[src/rtl/sd_types.sv]
// Shared data types for the RK8E SD-card emulation.
package sd_types;
  typedef logic [7:0] sdBYTE_t;
endpackage

[src/rtl/sdspi_types.sv]
// Opcode set understood by the sd_spi byte engine.
package sdspi_types;
  // Codes 6 and 7 are unused and decode as NOP.
  typedef enum logic [2:0] {
    spiNOP  = 3'd0,
    spiCSL  = 3'd1,
    spiCSH  = 3'd2,
    spiFAST = 3'd3,
    spiSLOW = 3'd4,
    spiTR   = 3'd5
  } spiOP_t;

  localparam int SPI_DIV_W = 16;
endpackage

[src/rtl/sdspi_clkdiv.sv]
// Loadable down-counter producing one tick every div clocks while enabled;
// a load restarts the count so the first tick lands exactly div clocks later.
module sdspi_clkdiv
  import sdspi_types::*;
(
  input  logic                 clk,
  input  logic                 rst,
  input  logic                 load,
  input  logic                 en,
  input  logic [SPI_DIV_W-1:0] div,
  output logic                 tick
);

  logic [SPI_DIV_W-1:0] cnt;

  assign tick = en && (cnt == '0);

  // NOTE: state registers use non-blocking assignment so every flop samples
  // pre-edge values; blocking here would create order-dependent simulation.
  always_ff @(posedge clk or posedge rst) begin
    if (rst)
      cnt <= '0;
    else if (load || tick)
      cnt <= div - SPI_DIV_W'(1);
    else if (en)
      cnt <= cnt - SPI_DIV_W'(1);
  end

endmodule

[src/rtl/sd_spi.sv]
// SPI mode-0 master byte engine: CS and bit-rate control plus MSB-first
// byte shifting, driven by one-cycle opcodes from the SD protocol controller.
module sd_spi
  import sd_types::*;
  import sdspi_types::*;
#(
  parameter int SLOW_DIV = 128,
  parameter int FAST_DIV = 2
) (
  input  logic    clk,
  input  logic    rst,
  input  spiOP_t  spiOP,
  input  sdBYTE_t spiTXD,
  output sdBYTE_t spiRXD,
  output logic    spiCS,
  output logic    spiDONE,
  output logic    spiMOSI,
  input  logic    spiMISO,
  output logic    spiSCLK
);

  typedef enum logic {IDLE, XFER} state_t;

  state_t               state, stateNext;
  logic                 fastMode;
  logic                 accept;
  logic                 tick;
  logic                 lastEdge;
  logic [3:0]           halfCnt;
  sdBYTE_t              txSh;
  sdBYTE_t              rxSh;
  logic [SPI_DIV_W-1:0] divSel;

  assign divSel   = fastMode ? SPI_DIV_W'(FAST_DIV) : SPI_DIV_W'(SLOW_DIV);
  assign lastEdge = tick && (halfCnt == 4'd15);

  sdspi_clkdiv u_clkdiv (
    .clk  (clk),
    .rst  (rst),
    .load (accept),
    .en   (state == XFER),
    .div  (divSel),
    .tick (tick)
  );

  always_ff @(posedge clk or posedge rst) begin
    if (rst) state <= IDLE;
    else     state <= stateNext;
  end

  // NOTE: defaults first keep every path assigned, so no latch is inferred.
  always_comb begin
    stateNext = state;
    accept    = 1'b0;
    case (state)
      IDLE: if (spiOP == spiTR) begin
        accept    = 1'b1;
        stateNext = XFER;
      end
      XFER: if (lastEdge) stateNext = IDLE;
      default: stateNext = IDLE;
    endcase
  end

  // Even half-period ticks raise SCLK and sample MISO; odd ones lower it and
  // present the next TX bit, except the last which completes the byte.
  always_ff @(posedge clk or posedge rst) begin
    if (rst) begin
      spiCS    <= 1'b1;
      spiSCLK  <= 1'b0;
      spiMOSI  <= 1'b1;
      spiRXD   <= '0;
      spiDONE  <= 1'b0;
      fastMode <= 1'b0;
      halfCnt  <= '0;
      txSh     <= '0;
      rxSh     <= '0;
    end else begin
      spiDONE <= 1'b0;
      if (state == IDLE) begin
        case (spiOP)
          spiCSL:  spiCS    <= 1'b0;
          spiCSH:  spiCS    <= 1'b1;
          spiFAST: fastMode <= 1'b1;
          spiSLOW: fastMode <= 1'b0;
          spiTR: begin
            txSh    <= spiTXD;
            spiMOSI <= spiTXD[7];
            spiSCLK <= 1'b0;
            halfCnt <= '0;
          end
          default: ;
        endcase
      end else if (tick) begin
        halfCnt <= halfCnt + 4'd1;
        if (!halfCnt[0]) begin
          spiSCLK <= 1'b1;
          rxSh    <= {rxSh[6:0], spiMISO};
        end else begin
          spiSCLK <= 1'b0;
          if (lastEdge) begin
            spiRXD  <= rxSh;
            spiDONE <= 1'b1;
            spiMOSI <= 1'b1;
          end else begin
            txSh    <= {txSh[6:0], 1'b0};
            spiMOSI <= txSh[6];
          end
        end
      end
    end
  end

endmodule

[config.mk]
export PLATFORM = sky130hd
export DESIGN_NAME = sd_spi
export DESIGN_NICKNAME = d
export VERILOG_FILES = /design/src/rtl/sd_types.sv /design/src/rtl/sdspi_types.sv /design/src/rtl/sdspi_clkdiv.sv /design/src/rtl/sd_spi.sv
export SDC_FILE = /design/constraint.sdc
export NUM_CORES = 1
export LEC_CHECK = 0
export CAP_MARGIN = 20
export CORE_MARGIN = 4
export CORE_UTILIZATION = 44
export CTS_CLUSTER_DIAMETER = 150
export DETAILED_ROUTE_END_ITERATION = 10
export PLACE_DENSITY = 0.68
export SYNTH_ARGS = -nofsm -noshare
export SYNTH_HDL_FRONTEND = slang
export SYNTH_SLANG_ARGS = --single-unit
[constraint.sdc]
create_clock -name clk -period 1.8 [get_ports clk]
set_input_delay 0.54 -clock clk [delete_from_list [all_inputs] [get_ports clk]]
set_output_delay 0.54 -clock clk [all_outputs]
set_load 0.05 [all_outputs]
==> impl_results.md, run 1 <==
- Num rows: 26
- Sequential area share after synthesis: 0.5050
- Detailed Routing Iterations Pass 1: 4
- # hold bufs at CTS: 0
- Fmax: 535.0 MHz
- Total wire length: 5537 um
- Worst-Margin Slew: 414.1 ps
- IO buf count: 25
- Largest net degree at the start of global routing: 31
- Origin of the worst setup path: u_clkdiv.cnt[0]
- DR vias: 1,891
- GPL Wtd Cong: 0.8813
- Yosys warnings: 0
- Die Ht: 81.60 um
- Flops & latches, synth: 48
- Hold slack: 478.4 ps
- Total of max-cap violations: 0
- RSZ-0062 raised after global routing: true
- Detailed Route Iter0 Violations: 76
- Final number of setup-violating endpoints: 23
- Layout area overhead: 46.82%
- Clock sinks: 48
- Area after DPL: 3090 um^2
- R2r startpoint: u_clkdiv.cnt[0]
- Final worst-path cycle share: 1.038
- Vias in the first global route: 1,859
- I/O Pins: 26
- Type of the most critical hold path: input pin to asynchronous set/reset pin
- Setup TNS: -951.7 ps
- Final hold vios: 0
- Post-Route Utilization: 0.6766
- Peak VDD IR: 0.5445 mV
- NumNets Final: 299
- Congestion Overflow GR: 0
- Worst Setup Path Type: register to register
- Buffer depth of the longest clock path: 2
- ANT nets after route: 0
- DIE WIDTH: 81.60 um
- Commonest non-fill, non-tap cell in the layout: buf_4
- Mapped cell area: 2384 um^2
- Reg2Reg Depth: 7
- WL/cell: 15.69 um
- N_diodes: 0
- Fillers: 351
- CP max FO: 4
- Vias per cell: 5.357
- Post-Syn Area per Cell: 11.57 um^2
- Clock Skew: 4.127 ps
- Failing checks: setup timing
- CTS clk-pin slew, worst paths: 90 ps
- Syn_nets: 223
- Mapped Cells: 206
- CTS root buffer: clkbuf_8
- Slew headroom: 0.7203
- TritonCTS buffer count: 5
- CP Launch Type: register
- CP Data Arrival Time: 2070 ps
- Initial core utilization: 0.4608
- Tmin final: 1869 ps
- Core box area: 5172 um^2
- Post-Layout Inst Area: 3500 um^2
- Status: finished, violations left
- Pre-CTS WS: -470.0 ps
- GRT Overall Usage: 0.1700
- Ys flop type: dfrtp_1
- Commonest cells after routing, fill and taps aside: 51 x buf_4, 45 x dfrtp_1, 23 x mux2_4
- Reg2reg setup slack: -70 ps
- Post-synth EDFFs: 0
- Skew-Pair Late Insertion Delay: 310 ps
- Initial antenna violation count: 0
- Yosys cell types: 49
- Hpwl dp: 3643 um
- Async set or reset register ratio after synthesis: 1.000
- Fin. max-slew vios: 0
- Setup crit end kind: register
- Share of cells above drive strength 1: 0.5088
- Crit path to: spiRXD[2]
- Setup slack after layout: -69.18 ps
- Pwr Density: 1109 nW/um^2
- Static Leak: 0.001559 uW
- CP Data Required Time: 2000 ps
- Die area: 6659 um^2
- First-pass GRT wire length: 8714 um
- CTS tree: done
- Reg2reg end: spiRXD[2]
- Number of H-tree levels: 2
- DRC viols: 0
==> synth_stat cells (2+ instances only) <==
cell type	number	area, um^2
nor2b_1	2	12.51
nor4bb_1	2	20.02
buf_2	3	15.01
a21oi_1	14	70.07
nor3_1	3	15.01
or3_1	2	12.51
nand4_1	4	25.02
o221a_2	3	33.78
o2111ai_1	3	26.28
or4_1	3	22.52
nor4_1	2	12.51
ha_1	3	37.54
nor4_4	2	42.54
dfstp_2	2	52.55
inv_1	4	15.01
nor2_1	15	56.30
o21ai_0	9	45.04
mux2_2	30	337.8
or3_2	2	15.01
nand2_1	12	45.04
o211a_1	2	20.02
dfrtp_1	46	1151
clkbuf_1	5	18.77
o211ai_1	2	15.01
nor2_2	2	12.51
o31ai_1	2	15.01
xor2_1	3	26.28
nand3_1	3	15.01
==> final cells by class <==
class	instances	area, um^2	area share
multi-input combinational	145	1340	0.3829
sequential	48	1205	0.3443
timing repair buffer	78	737.0	0.2106
tap	70	87.58	0.02503
clock buffer	5	68.82	0.01966
clock inverter	3	46.29	0.01323
inverter	4	15.01	0.004290
==> routing by layer <==
layer	up-vias	GRT usage	share of wire	wire [um]
li1	917	-	-	-
met1	925	0.2379	0.46	2557
met3	6	0.03618	0.039	217
met2	43	0.2638	0.49	2687
met5	-	0	0	0
met4	0	0.05482	0.013	74
==> kinds of logic after synthesis <==
| logic type | count (synthesis) | synth area share |
|---|---|---|
| AND/OR/NAND/NOR | 64 | 0.1706 |
| flip-flops | 48 | 0.5050 |
| AO/OA/AOI/OAI | 43 | 0.1260 |
| multiplexers | 31 | 0.1459 |
| buffers and inverters | 13 | 0.02204 |
| XOR/XNOR | 4 | 0.01470 |
| adder cells (fa/ha/maj) | 3 | 0.01575 |
==> repair_timing <==
item	CTS	global route
pin swaps	5	9
endpoints found under the setup margin	37	40
hold endpoints to repair	0	0
gates resized for setup	16	42
setup buffers	1	5
==> registers in the layout (all words and copies together) (netlist names) <==
| name | cells |
|---|---|
| state | 1 |
| halfCnt | 4 |
| spiMOSI | 1 |
| spiDONE | 1 |
| txSh | 7 |
| rxSh | 8 |
| fastMode | 1 |
| spiRXD | 8 |
| spiCS | 1 |
| u_clkdiv.cnt | 16 |
==> power breakdown <==
part | internal (uW) | total, uW | switching (uW)
sequential | 1270 | 1460 | 189
combinational | 913 | 1600 | 690
clock | 419 | 817 | 398
total | 2600 | 3880 | 1280
==> how the worst min path moves through the flow <==
stage	startpoint	to	cells past startpoint	slack (ps)
final	rst	spiRXD[0]	2	480
after global routing	rst	spiRXD[0]	2	500
after CTS	rst	spiRXD[0]	2	480
after detailed placement	spiCS	spiCS	2	480
after global placement	spiCS	spiCS	2	470
after floorplan	fastMode	u_clkdiv.cnt[1]	1	460
==> worst max-delay path, stage by stage (launching register included) <==
cell      delay, ps
dfrtp_1         410
inv_2           100
ha_4            150
nor4bb_4        210
nand4_1         220
nor2_2          230
buf_6           150
mux2_4          300
==> per-stage QoR <==
step	std cells	power [uW]
2_1_floorplan	206	2119
3_3_place_gp	339	2720
3_5_place_dp	339	2738
4_1_cts	348	3580
5_1_grt	353	4094
6_report	353	3880
Power figures use the tool's default switching activity.
==> inputs of run 2 (changes only) <==
--- a/config.mk
+++ b/config.mk
@@ -10,7 +10,7 @@
 export CORE_UTILIZATION = 44
 export CTS_CLUSTER_DIAMETER = 150
 export DETAILED_ROUTE_END_ITERATION = 10
-export PLACE_DENSITY = 0.68
+export PLACE_DENSITY = 0.66
 export SYNTH_ARGS = -nofsm -noshare
 export SYNTH_HDL_FRONTEND = slang
 export SYNTH_SLANG_ARGS = --single-unit
==> constraint.sdc (replaced) <==
create_clock -name clk -period 2.1 [get_ports clk]
set_input_delay 0.63 -clock clk [delete_from_list [all_inputs] [get_ports clk]]
set_output_delay 0.63 -clock clk [all_outputs]
set_load 0.05 [all_outputs]
==> impl_results.md, run 2 (synthesis results as in run 1) <==
- Max incr delay on CP: 550 ps
- IO buf count: 25
- GPL Wtd Cong: 0.8002
- DR vias: 1,746
- Hold_sp: spiCS
- Clock sinks: 48
- Vias in the first global route: 1,755
- DIE WIDTH: 81.60 um
- CTS clk-pin slew, worst paths: 90 ps
- Largest net degree at the start of global routing: 33
- Layout area overhead: 25.67%
- CP Data Arrival Time: 2250 ps
- Pre-CTS WS: -296.4 ps
- Hpwl dp: 3536 um
- Setup bufs post-CTS: 0
- Number of H-tree levels: 2
- Final hold vios: 0
- NumNets Final: 271
- GRT Overall Usage: 0.1591
- CP Data Required Time: 2290 ps
- Fmax: 485.4 MHz
- Met2 wire len: 2200 um
- RSZ-0062 raised after global routing: false
- Clock Skew: 7.698 ps
- CP Launch Type: input pin
- Largest register FFs: 16
- CP max FO: 7
- Num rows: 26
- Fin. max-slew vios: 0
- ANT nets after route: 0
- Slowest-stage cell, CP: or4bb_1
- WL/cell: 14.59 um
- Share of cells above drive strength 1: 0.3765
- Detailed Route Iter0 Violations: 107
- Final worst-path cycle share: 0.9811
- Slew headroom: 0.7184
- Worst path bufs/invs: 1
- Crit-path cells: clkdlybuf4s50_1 > or4bb_1 > o21ai_2 > mux2_2
- Buffer depth of the longest clock path: 2
- Routed metal-1 wire length: 2312 um
- Worst Setup Path Type: input pin to register
- First-pass GRT wire length: 8183 um
- TritonCTS buffer count: 5
- Peak VDD IR: 0.6589 mV
- Congestion Overflow GR: 0
- R2r startpoint: u_clkdiv.cnt[6]
- Setup slack after layout: 39.70 ps
- Worst-Margin Slew: 419.3 ps
- Skew-Pair Late Insertion Delay: 300 ps
- Static Leak: 0.001328 uW
- Total of max-cap violations: 0
- Design Power: 2765 uW
- Initial antenna violation count: 0
- N_diodes: 0
- # hold bufs at CTS: 0
- Status: finished clean
- Initial core utilization: 0.4608
- CTS-repair resized insts: 0
- Core box area: 5172 um^2
- Origin of the worst setup path: spiOP[0]
- Final number of setup-violating endpoints: 0
- Met3 WL post-DR: 166 um
- Detailed Routing Iterations Pass 1: 4
- DRC viols: 0
- DR top layer: met4
- Commonest cells after routing, fill and taps aside: 46 x dfrtp_1, 35 x buf_4, 30 x mux2_2
- I/O Pins: 26
- Family with the most delay on the worst path: simple AND/OR/NAND/NOR gates
- Vias per cell: 5.372
- Setup crit end kind: register
- Commonest non-fill, non-tap cell in the layout: dfrtp_1
- Largest registers: u_clkdiv.cnt x16, rxSh x8, spiRXD x8
- Biggest register: u_clkdiv.cnt
- Tmin final: 2060 ps
- Hold slack: 475.2 ps
- Die Ht: 81.60 um
- Pwr Density: 923.2 nW/um^2
- CTS root buffer: clkbuf_8
- Type of the most critical hold path: register to register
- Die area: 6659 um^2
- CTS tree: done
- Total wire length: 4743 um
[run 2: final timing paths]
path,to,slack (ps),depth (start not counted)
max in group asynchronous,u_clkdiv.cnt[6],1000,3
worst min register to register,spiCS,480,2
worst min-delay path,spiCS,480,2
min in group asynchronous,spiRXD[1],610,2
worst max-delay path,txSh[5],40,4
worst max register to register,txSh[5],130,4
[run 2: through the flow]
stage | setup TNS, ps | util | std cells | cell area [um^2]
final | 0 | 0.5791 | 325 | 2995
after global routing | 0 | 0.5791 | 325 | 2995
after CTS | 0 | 0.5776 | 325 | 2988
after detailed placement | -5257 | 0.5542 | 317 | 2867
after global placement | -4977 | 0.5542 | 317 | 2867
after floorplan | 0 | - | 206 | 2384
[run 2: report_power, final]
part,internal (uW),switching [uW]
combinational,395,363
clock,389,308
sequential,1090,222
[run 2: worst min-delay path, delay by kind of cell, from the launching register on]
kind             cells  cell delay [ps]
and+or+nand+nor      2              100
DFF                  1              380
[run 2: area by class of cell]
type	instances	area [um^2]
Fill cell	438	2177
Inverter	4	15.01
Tap cell	70	87.58
Clock inverter	2	38.79
Timing Repair Buffer	50	432.9
Clock buffer	6	82.58
Sequential cell	48	1204
Multi-Input combinational cell	145	1135
[run 2: per-layer routing]
layer | vias to the layer above | global-route usage
met4 | 0 | 0.05316
met3 | 7 | 0.03728
met1 | 842 | 0.2247
li1 | 873 | -
met2 | 24 | 0.2410
met5 | - | 0
